--- config.mk ---
export PLATFORM = sky130hd
export DESIGN_NAME = config_usb_framer
export DESIGN_NICKNAME = d
export VERILOG_FILES = /design/src/rtl/config_usb_framer.sv
export SDC_FILE = /design/constraint.sdc
export NUM_CORES = 1
export LEC_CHECK = 0
export ABC_CLOCK_PERIOD_IN_PS = 5830
export BUFFER_PORTS_ARGS = -buffer_cell sky130_fd_sc_hd__buf_2
export CORE_ASPECT_RATIO = 1.2
export CORE_MARGIN = 2
export CORE_UTILIZATION = 40
export DETAILED_ROUTE_END_ITERATION = 16
export HOLD_SLACK_MARGIN = 0.1
export MAX_ROUTING_LAYER = met4
export PLACE_DENSITY_LB_ADDON = 0.05
export SETUP_SLACK_MARGIN = 0.4
export SKIP_LAST_GASP = 1
export SYNTH_ARGS = -nofsm -noshare
export SYNTH_HDL_FRONTEND = slang
export SYNTH_SLANG_ARGS = --single-unit
--- constraint.sdc ---
create_clock -name clk_i -period 5.83 [get_ports clk_i]
set_input_delay 0.2915 -clock clk_i [delete_from_list [all_inputs] [get_ports clk_i]]
set_output_delay 0.2915 -clock clk_i [all_outputs]
set_load 0.02 [all_outputs]
--- src/rtl/config_usb_framer.sv ---
// DFU OUT byte-stream framer: hunts the sync header, checks the command byte,
// packs payload MSB-first into config words and drains them through a word FIFO.
module config_usb_framer #(
  parameter int          WORD_BYTES   = 4,
  parameter int          FIFO_DEPTH   = 16,
  parameter logic [23:0] SYNC_PATTERN = 24'h00AAFF,
  parameter logic [2:0]  DFU_ALT      = 3'd2
) (
  input  logic                    clk_i,
  input  logic                    reset_n_i,
  input  logic                    dfu_mode_i,
  input  logic [2:0]              dfu_alt_i,
  input  logic [7:0]              dfu_out_data_i,
  input  logic                    dfu_out_valid_i,
  output logic                    dfu_out_ready_o,
  input  logic                    dfu_clear_status_i,
  output logic                    dfu_busy_o,
  output logic [3:0]              dfu_status_o,
  input  logic                    cfg_ready_i,
  output logic                    word_write_strobe_o,
  output logic [8*WORD_BYTES-1:0] write_data_o,
  output logic [15:0]             word_count_o,
  output logic [2:0]              fsm_state_o
);

  localparam int W  = 8 * WORD_BYTES;
  localparam int AW = $clog2(FIFO_DEPTH);
  localparam int IW = (WORD_BYTES > 1) ? $clog2(WORD_BYTES) : 1;

  localparam logic [7:0] HDR0 = SYNC_PATTERN[23:16];
  localparam logic [7:0] HDR1 = SYNC_PATTERN[15:8];
  localparam logic [7:0] HDR2 = SYNC_PATTERN[7:0];

  localparam logic [3:0] STATUS_OK  = 4'h0;
  localparam logic [3:0] STATUS_ERR = 4'h1;

  typedef enum logic [2:0] {
    S_SYNC0 = 3'd0,
    S_SYNC1 = 3'd1,
    S_SYNC2 = 3'd2,
    S_CMD   = 3'd3,
    S_DATA  = 3'd4,
    S_ERROR = 3'd5
  } state_t;

  state_t         state;
  logic [IW-1:0]  idx;
  logic [W-1:0]   packer;
  logic [W-1:0]   word_next;
  logic [W-1:0]   mem [FIFO_DEPTH];
  logic [AW:0]    wr_ptr;
  logic [AW:0]    rd_ptr;
  logic [3:0]     status;
  logic           strobe;
  logic [W-1:0]   wdata;
  logic [15:0]    count;

  logic active;
  logic last_slot;
  logic fifo_empty;
  logic fifo_full;
  logic acc;
  logic push;
  logic pop;
  logic cmd_ok;

  // Handshake: a byte moves when dfu_out_valid_i && dfu_out_ready_o at a rising
  // clk_i edge; ready drops only on the byte that would complete a word into a full FIFO.
  assign active     = dfu_mode_i && (dfu_alt_i == DFU_ALT);
  assign last_slot  = (idx == IW'(WORD_BYTES - 1));
  assign fifo_empty = (wr_ptr == rd_ptr);
  assign fifo_full  = (wr_ptr[AW] != rd_ptr[AW]) && (wr_ptr[AW-1:0] == rd_ptr[AW-1:0]);
  assign dfu_out_ready_o = active && !((state == S_DATA) && last_slot && fifo_full);
  assign acc        = dfu_out_valid_i && dfu_out_ready_o;
  assign push       = acc && (state == S_DATA) && last_slot;
  assign pop        = active && !fifo_empty && cfg_ready_i;
  assign cmd_ok     = (dfu_out_data_i[6:0] == 7'd1) || (dfu_out_data_i[6:0] == 7'd2);

  // Current partial word with the incoming byte dropped into its slot.
  always_comb begin
    word_next = packer;
    for (int k = 0; k < WORD_BYTES; k++) begin
      if (idx == IW'(WORD_BYTES - 1 - k)) word_next[8*k +: 8] = dfu_out_data_i;
    end
  end

  always_ff @(posedge clk_i or negedge reset_n_i) begin
    if (!reset_n_i) begin
      state  <= S_SYNC0;
      idx    <= '0;
      packer <= '0;
      status <= STATUS_OK;
    end else if (!active) begin
      state  <= S_SYNC0;
      idx    <= '0;
      packer <= '0;
    end else begin
      case (state)
        S_SYNC0: if (acc) state <= (dfu_out_data_i == HDR0) ? S_SYNC1 : S_SYNC0;
        S_SYNC1: begin
          if (acc) begin
            if (dfu_out_data_i == HDR1)      state <= S_SYNC2;
            else if (dfu_out_data_i == HDR0) state <= S_SYNC1;
            else                             state <= S_SYNC0;
          end
        end
        S_SYNC2: begin
          if (acc) begin
            if (dfu_out_data_i == HDR2)      state <= S_CMD;
            else if (dfu_out_data_i == HDR0) state <= S_SYNC1;
            else                             state <= S_SYNC0;
          end
        end
        S_CMD: begin
          if (acc) begin
            if (cmd_ok) begin
              state  <= S_DATA;
              idx    <= '0;
              packer <= '0;
            end else begin
              state  <= S_ERROR;
              status <= STATUS_ERR;
            end
          end
        end
        S_DATA: begin
          if (acc) begin
            packer <= last_slot ? '0 : word_next;
            idx    <= last_slot ? '0 : idx + 1'b1;
          end
        end
        S_ERROR: begin
          // Bytes keep flowing and are dropped until the host returns to dfuIDLE.
          if (dfu_clear_status_i) begin
            status <= STATUS_OK;
            state  <= S_SYNC0;
          end
        end
        default: state <= S_SYNC0;
      endcase
    end
  end

  always_ff @(posedge clk_i) begin
    if (push) mem[wr_ptr[AW-1:0]] <= word_next;
  end

  always_ff @(posedge clk_i or negedge reset_n_i) begin
    if (!reset_n_i) begin
      wr_ptr <= '0;
      rd_ptr <= '0;
      strobe <= 1'b0;
      wdata  <= '0;
      count  <= '0;
    end else if (!active) begin
      wr_ptr <= '0;
      rd_ptr <= '0;
      strobe <= 1'b0;
      count  <= '0;
    end else begin
      strobe <= pop;
      if (push) wr_ptr <= wr_ptr + 1'b1;
      if (pop) begin
        wdata  <= mem[rd_ptr[AW-1:0]];
        rd_ptr <= rd_ptr + 1'b1;
        if (count != 16'hFFFF) count <= count + 16'd1;
      end
    end
  end

  assign dfu_busy_o          = !fifo_empty || (idx != '0);
  assign dfu_status_o        = status;
  assign word_write_strobe_o = strobe;
  assign write_data_o        = wdata;
  assign word_count_o        = count;
  assign fsm_state_o         = state;

endmodule

==> impl_metrics.yaml <==
final_layout:
  drive_gt1_share_pct: 29.6
  nets: 1389
  fin_area_sq_mm: 0.0275
  final_cells: 2214
  area_growth_pct: 14.0
  diodes: 0
  fillers: 5213
synthesis:
  synth_edf_count: 512
  yosys-top-cells-area: "edfxtp_1, mux4_2, dfrtp_1, mux2_2, a22oi_1"
  netlist_top_cells_count: "edfxtp_1, mux4_2, dfrtp_1"
  yosys.area.top_type_share_pct: 63.7
  ys_seq_area_share_pct: 73.7
  synth_cell_types: 65
  syn_area_per_cell_sq_um: 19.0
  synth_cells: 1273
  yosysMostFrequentCell: "edfxtp_1"
  synth-seq-cells: 609
  netlist_area_sq_mm: 0.0241
  ys.flop_type: "edfxtp_1"
  synth.largest_area_cell: "edfxtp_1"
  ys_warn_count: 0
  async_reset_ff_share_pct: 15.9
run:
  drv_cap: 0
worst_setup_path:
  cp-end-kind: "flop"
  path_max_fanout: 45
  cp.arrival_ns: 3.83
  worstPathRequired_ns: 6.05
  worst_path_largest_cell_delay_ns: 1.06
  crit_chain: "xnor2_1 -> and4_1 -> a21oi_2 -> nand3_1 -> nor2_4"
  worstReg2RegStart: "rd_ptr[1]"
  slowest_stage: "nor2_4"
  cp-startpoint: "rd_ptr[1]"
  critPathLaunchType: "flop"
  critPathKind: "flop to flop"
pwr:
  p_leak_nw: 8.12
  powerDensity_mw_per_mm2: 314
  intPower_mw: 6.95
  seqPwrFrac_pct: 54.2
  swShare_pct: 19.5
  power_frac_clock_pct: 45.1
  max-vdd-ir-drop_v: 0.000219
  pwr-share-comb_pct: 0.8
  power_switching_mw: 1.68
detailed_routing:
  drt-total-wl_mm: 62.7
  drc: 0
  wire_per_inst_um: 28.3
  ant_nets: 0
  viasPerCell: 5.61
  drtIter0Drc: 1039
  dr_total_vias: 12400
  first_pass_iters: 5
timing:
  rsz0062_at_grt: "no"
  slew_headroom_pct: 15.6
  setup_violations: 0
  clock_skew_ns: 0.0255
  tightest_slew_ns: 1.26
  tns_ns: 0
  hold_viol: 0
  timing.final.crit_share_pct: 61.8
  slew_violations: 0
  max_freq_ghz: 0.278
  period_minus_slack_ns: 3.60
clock_tree:
  cts.sinks: 609
  cts_root_buf: "clkbuf_16"
  clkTransAtPathRegs_ns: 0.06
  insertion_delay_ns: 0.63
  numCtsBuffers: 61
  cts_tree: "built"
  cts_buffer_depth: 3
  cts_max_level: 2
global_route:
  grtUsageTotal_pct: 21.2
  antenna_found_initial: 0
  grt_max_degree: 59
  grt_pass1_wl_mm: 92.9
  gr-total-overflow: 0
  grt_pass1_vias: 13200
die:
  die_h_um: 273
  std_cell_rows: 98
  die_area_sq_mm: 0.0623
  ios: 75
  core_sq_mm: 0.0596
  dieWidth_um: 228
  start_util_pct: 40.5
run_status:
  status: "complete, no violations"
placed_design:
  hpwl_mm: 34.7
  place_congestion: 0.752
  place_inst: 2095
  port_buffers: 71
  placed_area_sq_mm: 0.0255
min_path:
  holdCritStartpoint: "dfu_out_data_i[6]"
  hold_path.class: "input port to flop"
-- path summary, 6_finish.rpt --
path,cells past startpoint,to,slack (ns)
max reg2reg,5,mem[0][29],2.23
max,5,mem[0][29],2.23
min,3,fsm_state_o[0],0.17
max in group asynchronous,3,rd_ptr[0],4.10
min in group asynchronous,2,word_count_o[3],0.26
min reg2reg,1,write_data_o[4],0.50
-- critical path, delay by kind of cell (launching register included) --
kind                      cells  cell delay, ns
and+or+nand+nor               3            1.72
DFF                           1            0.89
xor gates and xnor gates      1            0.22
AOI/OAI and AO/OA             1            0.35
-- cell type report --
| class | count | area [sq um] | share of cell area (%) |
|---|---|---|---|
| Timing Repair Buffer | 104 | 616 | 2.24 |
| Clock inverter | 26 | 255 | 0.927 |
| Sequential cell | 609 | 17800 | 64.7 |
| Tap cell | 800 | 1000 | 3.64 |
| Inverter | 12 | 45.0 | 0.164 |
| Clock buffer | 89 | 1720 | 6.26 |
| Multi-Input combinational cell | 574 | 6080 | 22.1 |
-- cells by family (layout without fill, tap and decap cells) --
logic type | Yosys count | count (layout) | share of synthesized area (%)
fa+ha+maj | 10 | 10 | 0.518
xor+xnor | 10 | 10 | 0.394
compound gates | 149 | 149 | 4.26
mux | 195 | 195 | 15.1
buf+inv | 92 | 231 | 1.65
simple gates | 207 | 207 | 4.37
other cells | 1 | 3 | 0.0155
flops | 609 | 609 | 73.7
-- state kept, by name (all words and copies together), names as in the netlist --
name                 flops
dfu_status_o             1
fsm_state_o              3
idx                      2
mem                    512
packer                  32
rd_ptr                   5
word_count_o            16
word_write_strobe_o      1
wr_ptr                   5
write_data_o            32
-- metrics by stage --
step	power, mW	setup slack (ns)	utilization, %	hold slack, ns
3_3_place_gp	4.83	2.20	42.8	0.374
3_5_place_dp	4.83	2.16	42.8	0.368
5_1_grt	8.91	1.96	46.2	0.171
2_1_floorplan	4.79	1.65	-	-0.00409
4_1_cts	8.74	2.14	46.2	0.126
6_report	8.63	2.23	46.2	0.170
-- what timing repair did --
item	CTS	global route
hold buffers	4	0
endpoints found under the hold margin	44	0
gates resized for setup	0	0
buffers inserted	0	0
-- layout by cell type (no fill, tap or decap), types with 10 or more instances in the layout --
cell,Yosys,routed
a21oi_1,43,43
ha_1,10,10
o31ai_1,12,12
buf_4,4,30
buf_2,24,70
mux2_2,64,64
edfxtp_1,512,512
nand3_1,36,36
nor2_4,1,10
dfrtp_1,97,95
nor2_1,21,12
clkbuf_16,0,63
a22oi_1,64,64
mux4_2,128,128
and3_1,14,10
clkinv_2,0,11
clkbuf_1,47,21
or4_1,12,12
inv_1,12,12
nand2_1,80,80
-- metal layers --
layer | share of wire (%) | vias up | GRT usage, %
met2 | 49 | 284 | 33.8
li1 | - | 5354 | -
met5 | 0 | - | -
met4 | 2.1 | 0 | 5.30
met1 | 44 | 6694 | 28.9
met3 | 4.3 | 85 | 3.09
-- power groups by stage --
stage                     registers, mW  logic (mW)  clock network, mW
after floorplan                    4.77      0.0210                  0
after global placement             4.77      0.0653                  0
after detailed placement           4.77      0.0659                  0
after CTS                          4.67      0.0683               3.99
after global routing               4.67      0.0740               4.17
final                              4.68      0.0667               3.89
Note: power is estimated with default switching activity, not from simulation.
